File: src/rtl/spi_pkg.sv
// Shared definitions for the SPI slave front end:
// sequencer states, target indices and command field positions.
package spi_pkg;

    typedef enum logic [1:0] {
        IDLE,
        CMD,
        DATA,
        DISCARD
    } state_e;

    localparam int TGT_MEM_WR = 0;
    localparam int TGT_MEM_RD = 1;
    localparam int TGT_REG    = 2;
    localparam int TGT_CAP    = 3;

    localparam int CMD_TGT_MSB = 3;
    localparam int CMD_TGT_LSB = 0;
    localparam int CMD_TGT_W   = CMD_TGT_MSB - CMD_TGT_LSB + 1;

endpackage

File: src/rtl/spi_cmd_sequencer_if.sv
// Bundle between the SCK/CS synchroniser, the command
// sequencer and the spi_* target blocks.
interface spi_cmd_sequencer_if #(
    parameter int NT = 4
);
    logic          cs_n;
    logic          rising;
    logic          falling;
    logic          si;
    logic          so;
    logic [7:0]    status_in;
    logic [NT-1:0] so_tgt;
    logic [NT-1:0] sel_tgt;
    logic          reset_flag;
    logic [7:0]    cmd;
    logic          cmd_valid;
    logic          cmd_err;

    modport master (
        output cs_n, rising, falling, si, status_in, so_tgt,
        input  so, sel_tgt, reset_flag, cmd, cmd_valid, cmd_err
    );

    modport slave (
        input  cs_n, rising, falling, si, status_in, so_tgt,
        output so, sel_tgt, reset_flag, cmd, cmd_valid, cmd_err
    );
endinterface

File: src/rtl/spi_cmd_sequencer_shift.sv
// Serial shifter: samples si on rising, presents a loaded
// byte MSB first on falling, flags the Nth sampled bit.
module shift_register #(
    parameter int N = 8
) (
    input  logic         clk,
    input  logic         rst,
    input  logic         reset_flag,
    input  logic [N-1:0] load_val,
    input  logic         rise_en,
    input  logic         si,
    input  logic         fall_en,
    output logic         so,
    output logic [N-1:0] data,
    output logic         done_strobe
);
    localparam int CW = $clog2(N);

    logic [N-1:0]  in_q, in_d;
    logic [N-1:0]  out_q, out_d;
    logic [CW-1:0] cnt_q, cnt_d;

    always_comb begin
        in_d  = in_q;
        out_d = out_q;
        cnt_d = cnt_q;
        if (reset_flag) begin
            in_d  = '0;
            out_d = load_val;
            cnt_d = '0;
        end else if (rise_en) begin
            in_d  = {in_q[N-2:0], si};
            cnt_d = cnt_q + 1'b1;
        end else if (fall_en) begin
            out_d = {out_q[N-2:0], 1'b0};
        end
    end

    // data includes the bit being sampled so the full byte is
    // available in the same cycle as done_strobe
    assign data        = {in_q[N-2:0], si};
    assign done_strobe = rise_en && (cnt_q == CW'(N - 1));
    assign so          = out_q[N-1];

    always_ff @(posedge clk or posedge rst) begin
        if (rst) begin
            in_q  <= '0;
            out_q <= '0;
            cnt_q <= '0;
        end else begin
            in_q  <= in_d;
            out_q <= out_d;
            cnt_q <= cnt_d;
        end
    end
endmodule

File: src/rtl/spi_cmd_sequencer.sv
// Decodes the first byte of each CS frame as a command and
// routes the rest of the frame to one selected target.
module spi_cmd_sequencer
    import spi_pkg::*;
#(
    parameter int         NT     = 4,
    parameter logic [7:0] STATUS = 8'hA5
) (
    input logic                clk,
    input logic                rst,
    spi_cmd_sequencer_if.slave bus
);
    state_e        state_q, state_d;
    logic [NT-1:0] sel_q, sel_d;
    logic [7:0]    cmd_q, cmd_d;
    logic          rflag_q, rflag_d;
    logic          cv_q, cv_d;
    logic          ce_q, ce_d;
    logic          armed_q, armed_d;

    logic                 start;
    logic                 rise_en;
    logic                 fall_en;
    logic                 sr_so;
    logic                 done;
    logic [7:0]           sr_data;
    logic [7:0]           load_val;
    logic [CMD_TGT_W-1:0] idx;
    logic [NT-1:0]        hot;
    logic                 so_mux;

    // armed_q remembers cs_n high last clk, so a frame already
    // running when reset releases is not picked up mid-way
    assign start    = (state_q == IDLE) && !bus.cs_n && armed_q;
    assign rise_en  = (state_q == CMD) && !bus.cs_n && bus.rising;
    assign fall_en  = (state_q == CMD) && !bus.cs_n && bus.falling
                      && !bus.rising;
    assign load_val = (bus.status_in == 8'h00) ? STATUS : bus.status_in;
    assign idx      = sr_data[CMD_TGT_MSB:CMD_TGT_LSB];

    shift_register #(.N(8)) u_shift (
        .clk        (clk),
        .rst        (rst),
        .reset_flag (start),
        .load_val   (load_val),
        .rise_en    (rise_en),
        .si         (bus.si),
        .fall_en    (fall_en),
        .so         (sr_so),
        .data       (sr_data),
        .done_strobe(done)
    );

    always_comb begin
        hot = '0;
        for (int i = 0; i < NT; i++) begin
            hot[i] = (int'(idx) == i);
        end
    end

    always_comb begin
        state_d = state_q;
        sel_d   = sel_q;
        cmd_d   = cmd_q;
        rflag_d = 1'b0;
        cv_d    = 1'b0;
        ce_d    = 1'b0;
        armed_d = bus.cs_n;
        unique case (state_q)
            IDLE: begin
                if (start) begin
                    rflag_d = 1'b1;
                    state_d = CMD;
                end
            end
            CMD: begin
                if (bus.cs_n) begin
                    state_d = IDLE;
                end else if (done) begin
                    cmd_d = sr_data;
                    if (int'(idx) < NT) begin
                        cv_d    = 1'b1;
                        sel_d   = hot;
                        state_d = DATA;
                    end else begin
                        ce_d    = 1'b1;
                        state_d = DISCARD;
                    end
                end
            end
            DATA, DISCARD: begin
                if (bus.cs_n) begin
                    sel_d   = '0;
                    state_d = IDLE;
                end
            end
            default: begin
                sel_d   = '0;
                state_d = IDLE;
            end
        endcase
    end

    always_comb begin
        so_mux = 1'b0;
        unique case (state_q)
            CMD:     so_mux = sr_so;
            DATA:    so_mux = |(bus.so_tgt & sel_q);
            default: so_mux = 1'b0;
        endcase
    end

    assign bus.so         = so_mux;
    assign bus.sel_tgt    = sel_q;
    assign bus.reset_flag = rflag_q;
    assign bus.cmd        = cmd_q;
    assign bus.cmd_valid  = cv_q;
    assign bus.cmd_err    = ce_q;

    always_ff @(posedge clk or posedge rst) begin
        if (rst) begin
            state_q <= IDLE;
            sel_q   <= '0;
            cmd_q   <= 8'h00;
            rflag_q <= 1'b0;
            cv_q    <= 1'b0;
            ce_q    <= 1'b0;
            armed_q <= 1'b0;
        end else begin
            state_q <= state_d;
            sel_q   <= sel_d;
            cmd_q   <= cmd_d;
            rflag_q <= rflag_d;
            cv_q    <= cv_d;
            ce_q    <= ce_d;
            armed_q <= armed_d;
        end
    end
endmodule

File: src/flat_wrapper.sv
// flat-port wrapper written by rule: the top's interface ports become plain ports
module spi_cmd_sequencer_flat import spi_pkg::*;
#(
    parameter int         NT     = 4,
    parameter logic [7:0] STATUS = 8'hA5
)
  (clk, rst, bus_cs_n, bus_rising, bus_falling, bus_si, bus_status_in, bus_so_tgt, bus_so, bus_sel_tgt, bus_reset_flag, bus_cmd, bus_cmd_valid, bus_cmd_err);
  spi_cmd_sequencer_if #(.NT(NT)) bus_i ();
  input logic clk;
  input logic rst;
  input wire logic [$bits(bus_i.cs_n)-1:0] bus_cs_n;
  input wire logic [$bits(bus_i.rising)-1:0] bus_rising;
  input wire logic [$bits(bus_i.falling)-1:0] bus_falling;
  input wire logic [$bits(bus_i.si)-1:0] bus_si;
  input wire logic [$bits(bus_i.status_in)-1:0] bus_status_in;
  input wire logic [$bits(bus_i.so_tgt)-1:0] bus_so_tgt;
  output wire logic [$bits(bus_i.so)-1:0] bus_so;
  output wire logic [$bits(bus_i.sel_tgt)-1:0] bus_sel_tgt;
  output wire logic [$bits(bus_i.reset_flag)-1:0] bus_reset_flag;
  output wire logic [$bits(bus_i.cmd)-1:0] bus_cmd;
  output wire logic [$bits(bus_i.cmd_valid)-1:0] bus_cmd_valid;
  output wire logic [$bits(bus_i.cmd_err)-1:0] bus_cmd_err;
  assign bus_i.cs_n = bus_cs_n;
  assign bus_i.rising = bus_rising;
  assign bus_i.falling = bus_falling;
  assign bus_i.si = bus_si;
  assign bus_i.status_in = bus_status_in;
  assign bus_i.so_tgt = bus_so_tgt;
  assign bus_so = bus_i.so;
  assign bus_sel_tgt = bus_i.sel_tgt;
  assign bus_reset_flag = bus_i.reset_flag;
  assign bus_cmd = bus_i.cmd;
  assign bus_cmd_valid = bus_i.cmd_valid;
  assign bus_cmd_err = bus_i.cmd_err;
  spi_cmd_sequencer #(.NT(NT), .STATUS(STATUS)) u_core (.clk(clk), .rst(rst), .bus(bus_i));
endmodule
File: config.mk
export PLATFORM = sky130hd
export DESIGN_NAME = spi_cmd_sequencer_flat
export DESIGN_NICKNAME = d
export VERILOG_FILES = /design/src/rtl/spi_pkg.sv /design/src/rtl/spi_cmd_sequencer_if.sv /design/src/rtl/spi_cmd_sequencer_shift.sv /design/src/rtl/spi_cmd_sequencer.sv /design/src/flat_wrapper.sv
export SDC_FILE = /design/constraint.sdc
export NUM_CORES = 1
export LEC_CHECK = 0
export CORE_UTILIZATION = 40
export DETAILED_ROUTE_END_ITERATION = 7
export PLACE_DENSITY_LB_ADDON = 0.05
export SYNTH_ARGS = -nofsm -noshare
export SYNTH_HDL_FRONTEND = slang
export SYNTH_HIERARCHICAL = 1
export SYNTH_SLANG_ARGS = --single-unit
File: constraint.sdc
create_clock -name clk -period 3.3 [get_ports clk]
set_input_delay 0.66 -clock clk [delete_from_list [all_inputs] [get_ports clk]]
set_output_delay 0.66 -clock clk [all_outputs]
set_load 0.1 [all_outputs]
==> impl_metrics.py <==
metrics = {
    "critical_path": {
        "worst-path-buf-inv": 3,
        "max_stage_delay_ns": 0.70,
        "cp_top_family": "buffers and inverters",
        "worstPathMaxFanout": 26,
        "crit_type": "in -> reg",
        "cpMaxStageDelayCell": "and3_1",
        "end_kind": "flip-flop",
        "crit_arrival_ns": 2.68,
        "cp-start-kind": "input port",
        "cp_data_required_time_ns": 3.46,
        "crit_chain": "clkdlybuf4s50_1 -> inv_2 -> and3_1 -> buf_4 -> nor2b_1 -> a221o_1",
    },
    "clock_network": {
        "ctsHtreeMaxLevel": 2,
        "clockBufferDepth": 2,
        "cts-resized-gates": 0,
        "cts_tree": "done",
        "cts_made_buffers": 5,
        "clkTransAtPathRegs_ns": 0.07,
        "postCtsHoldBufs": 0,
        "cts-root-buf": "clkbuf_8",
        "clk_latency_ns": 0.28,
        "postCtsSetupRepairBufs": 0,
        "cts_sinks": 36,
    },
    "logic_synthesis": {
        "yosysUniqueCellTypes": 35,
        "ys_seq_area_frac": 0.492,
        "syn_inst": 158,
        "synth_top_family_by_area": "simple AND/OR/NAND/NOR gates",
        "yosys.area_share.simple": 0.189,
        "synth_area_leaders": "dfrtp_1 49%, mux2i_1 5.5%, mux2_2 4.9%, ha_1 4.1%, a221o_1 3.8%",
        "synth_area_leader_cell": "dfrtp_1",
        "synthMuxAreaShare": 0.129,
        "avgSynthCellArea_um2": 11.6,
        "yosysMostFrequentCell": "dfrtp_1",
        "ys_dominant_reg_cell": "dfrtp_1",
        "synth_seq_cells": 36,
        "synthXorXnorAreaFrac": 0.00478,
        "yosys.area_share.adder": 0.0410,
        "synth_compound_area_frac": 0.0861,
        "yosysWarnings": 6,
        "synth-edff-count": 0,
        "synthesis.area_um2": 1830,
        "synth_commonest_cells": "36 x dfrtp_1, 14 x nor2_1, 10 x mux2i_1",
        "synth_top_cell_area_share": 0.492,
        "async_reset_ff_frac": 1.00,
        "synth_fp_nets": 182,
    },
    "placement": {
        "place_ws_ns": 0.527,
        "io_buffers": 33,
        "placed_area_um2": 2140,
        "gp_congestion": 0.752,
        "dp.final_hpwl_mm": 2.55,
    },
    "timing": {
        "worstMarginPinSlew_ns": 0.802,
        "final-hold-violation-count": 0,
        "max-slew-margin-rel": 0.466,
        "min_period_ns": 2.51,
        "fmax_ghz": 0.398,
        "fin_crit_sh": 0.761,
        "setup_ws_ns": 0.788,
        "finalSetupTns_ns": 0,
        "setup_viol": 0,
        "rsz0062_at_grt": "false",
        "slew_violations": 0,
        "fin_skew_ns": 0.00602,
    },
    "power_and_ir_drop": {
        "powerDensity_nw_per_um2": 747,
        "vdd_ir_drop_max_uv": 325,
        "leakage_nw": 1.08,
        "finalPower_mw": 1.67,
    },
    "route": {
        "first_pass_iters": 4,
        "wl_per_cell_um": 14.9,
        "vias_per_cell": 5.25,
        "route.antenna.remaining_nets": 0,
        "via_count": 1260,
        "drt_iter0_drc": 97,
        "wirelength_mm": 3.58,
        "drc": 0,
    },
    "finish": {
        "drive_above_1_share": 0.207,
        "design_area_um2": 2240,
        "area_growth_pct": 22.2,
        "antennaDiodeCount": 0,
        "nets": 212,
        "final_core_util": 0.510,
        "fill_cells": 399,
    },
    "floorplanning": {
        "dieHeight_um": 69.7,
        "die_w_um": 69.7,
        "dieArea_um2": 4850,
        "ios": 34,
        "start_util": 0.418,
        "coreArea_um2": 4380,
        "row_count": 24,
    },
    "grt": {
        "first_global_vias": 1292,
        "grt_pass1_wl_mm": 6.30,
        "grt_max_degree": 27,
        "grt_usage": 0.167,
        "antenna_found_initial": 0,
        "grt_overflow": 0,
    },
    "outcome": {
        "status": "complete, no violations",
    },
    "hold_path": {
        "hold_class": "reg -> reg",
    },
    "flow_run": {
        "maxCapViolCount": 0,
    },
}
## registers in the layout (all words and copies together) (netlist names)
signal / flops
u_core/bus.cmd_err: 1
u_core/bus.reset_flag: 1
u_core/u_shift/cnt_q: 3
u_core/bus.cmd_valid: 1
u_core/state_q: 2
u_core/armed_q: 1
u_core/u_shift/in_q: 7
u_core/u_shift/out_q: 8
u_core/bus.cmd: 8
u_core/bus.sel_tgt: 4
## cell type report
type / instances / area, µm² / share of cell area
sequential: 36 / 901 / 0.403
multi-input combinational: 102 / 823 / 0.368
timing repair buffer: 36 / 325 / 0.145
clock buffer: 7 / 96.3 / 0.0431
tap: 52 / 65.1 / 0.0291
inverter: 7 / 26.3 / 0.0117
## per-stage QoR
stage	hold slack, ns	instances
after CTS	0.511	240
after detailed placement	0.495	233
after global routing	0.541	240
after floorplan	0.480	158
after global placement	0.489	233
final	0.506	240
## power breakdown
group	switching [mW]	internal, mW
logic	0.425	0.266
registers	0.0935	0.552
clock network	0.149	0.186
## kinds of logic (layout without fill, tap and decap cells)
group / Yosys count / after routing
compound gates: 18 / 18
xor+xnor: 1 / 1
fa+ha+maj: 6 / 6
buf+inv: 20 / 50
flops: 36 / 36
mux: 22 / 22
simple gates: 55 / 55
## cells in the final DEF, fill, tap and decap left out, types with 2 or more instances in the layout
| master | n |
|---|---|
| and4bb_1 | 3 |
| o21ai_0 | 4 |
| nor4bb_1 | 4 |
| and2b_1 | 3 |
| mux2_1 | 4 |
| nor3b_1 | 2 |
| buf_4 | 18 |
| clkdlybuf4s50_1 | 17 |
| nand2_1 | 5 |
| a22oi_1 | 3 |
| ha_1 | 6 |
| nor2b_1 | 6 |
| clkbuf_8 | 7 |
| mux2_2 | 8 |
| nor4_1 | 3 |
| a221o_1 | 7 |
| and3_1 | 4 |
| inv_1 | 6 |
| nor2_1 | 14 |
| nand2b_1 | 5 |
| a21oi_1 | 2 |
| dfrtp_1 | 36 |
| mux2i_1 | 10 |
## routing by layer
layer  track usage  part of all wire
met1         0.228              0.48
met5             0                 0
met2         0.250              0.47
met3        0.0509             0.034
met4        0.0600             0.015
## worst paths after layout
kind,slack [ns],from,endpoint,depth (start not counted)
worst min register to register,0.51,u_core/bus.cmd[2],u_core/bus.cmd[2],1
worst max-delay path,0.79,bus_cs_n,u_core/u_shift/out_q[2],6
min in group asynchronous,0.81,rst,u_core/bus.reset_flag,2
worst max register to register,0.98,u_core/state_q[1],u_core/bus.cmd[7],6
worst min-delay path,0.51,u_core/bus.cmd[2],u_core/bus.cmd[2],1
max in group asynchronous,2.03,rst,u_core/u_shift/out_q[2],2
## worst reg2reg max path, delay by kind of cell (launching register included)
kind,cells,cell delay (ns)
muxes,1,0.44
and+or+nand+nor,3,0.82
DFF,1,0.47
adders and majority gates,1,0.36
buffers and inverters,1,0.11
Power figures use the tool's default switching activity.
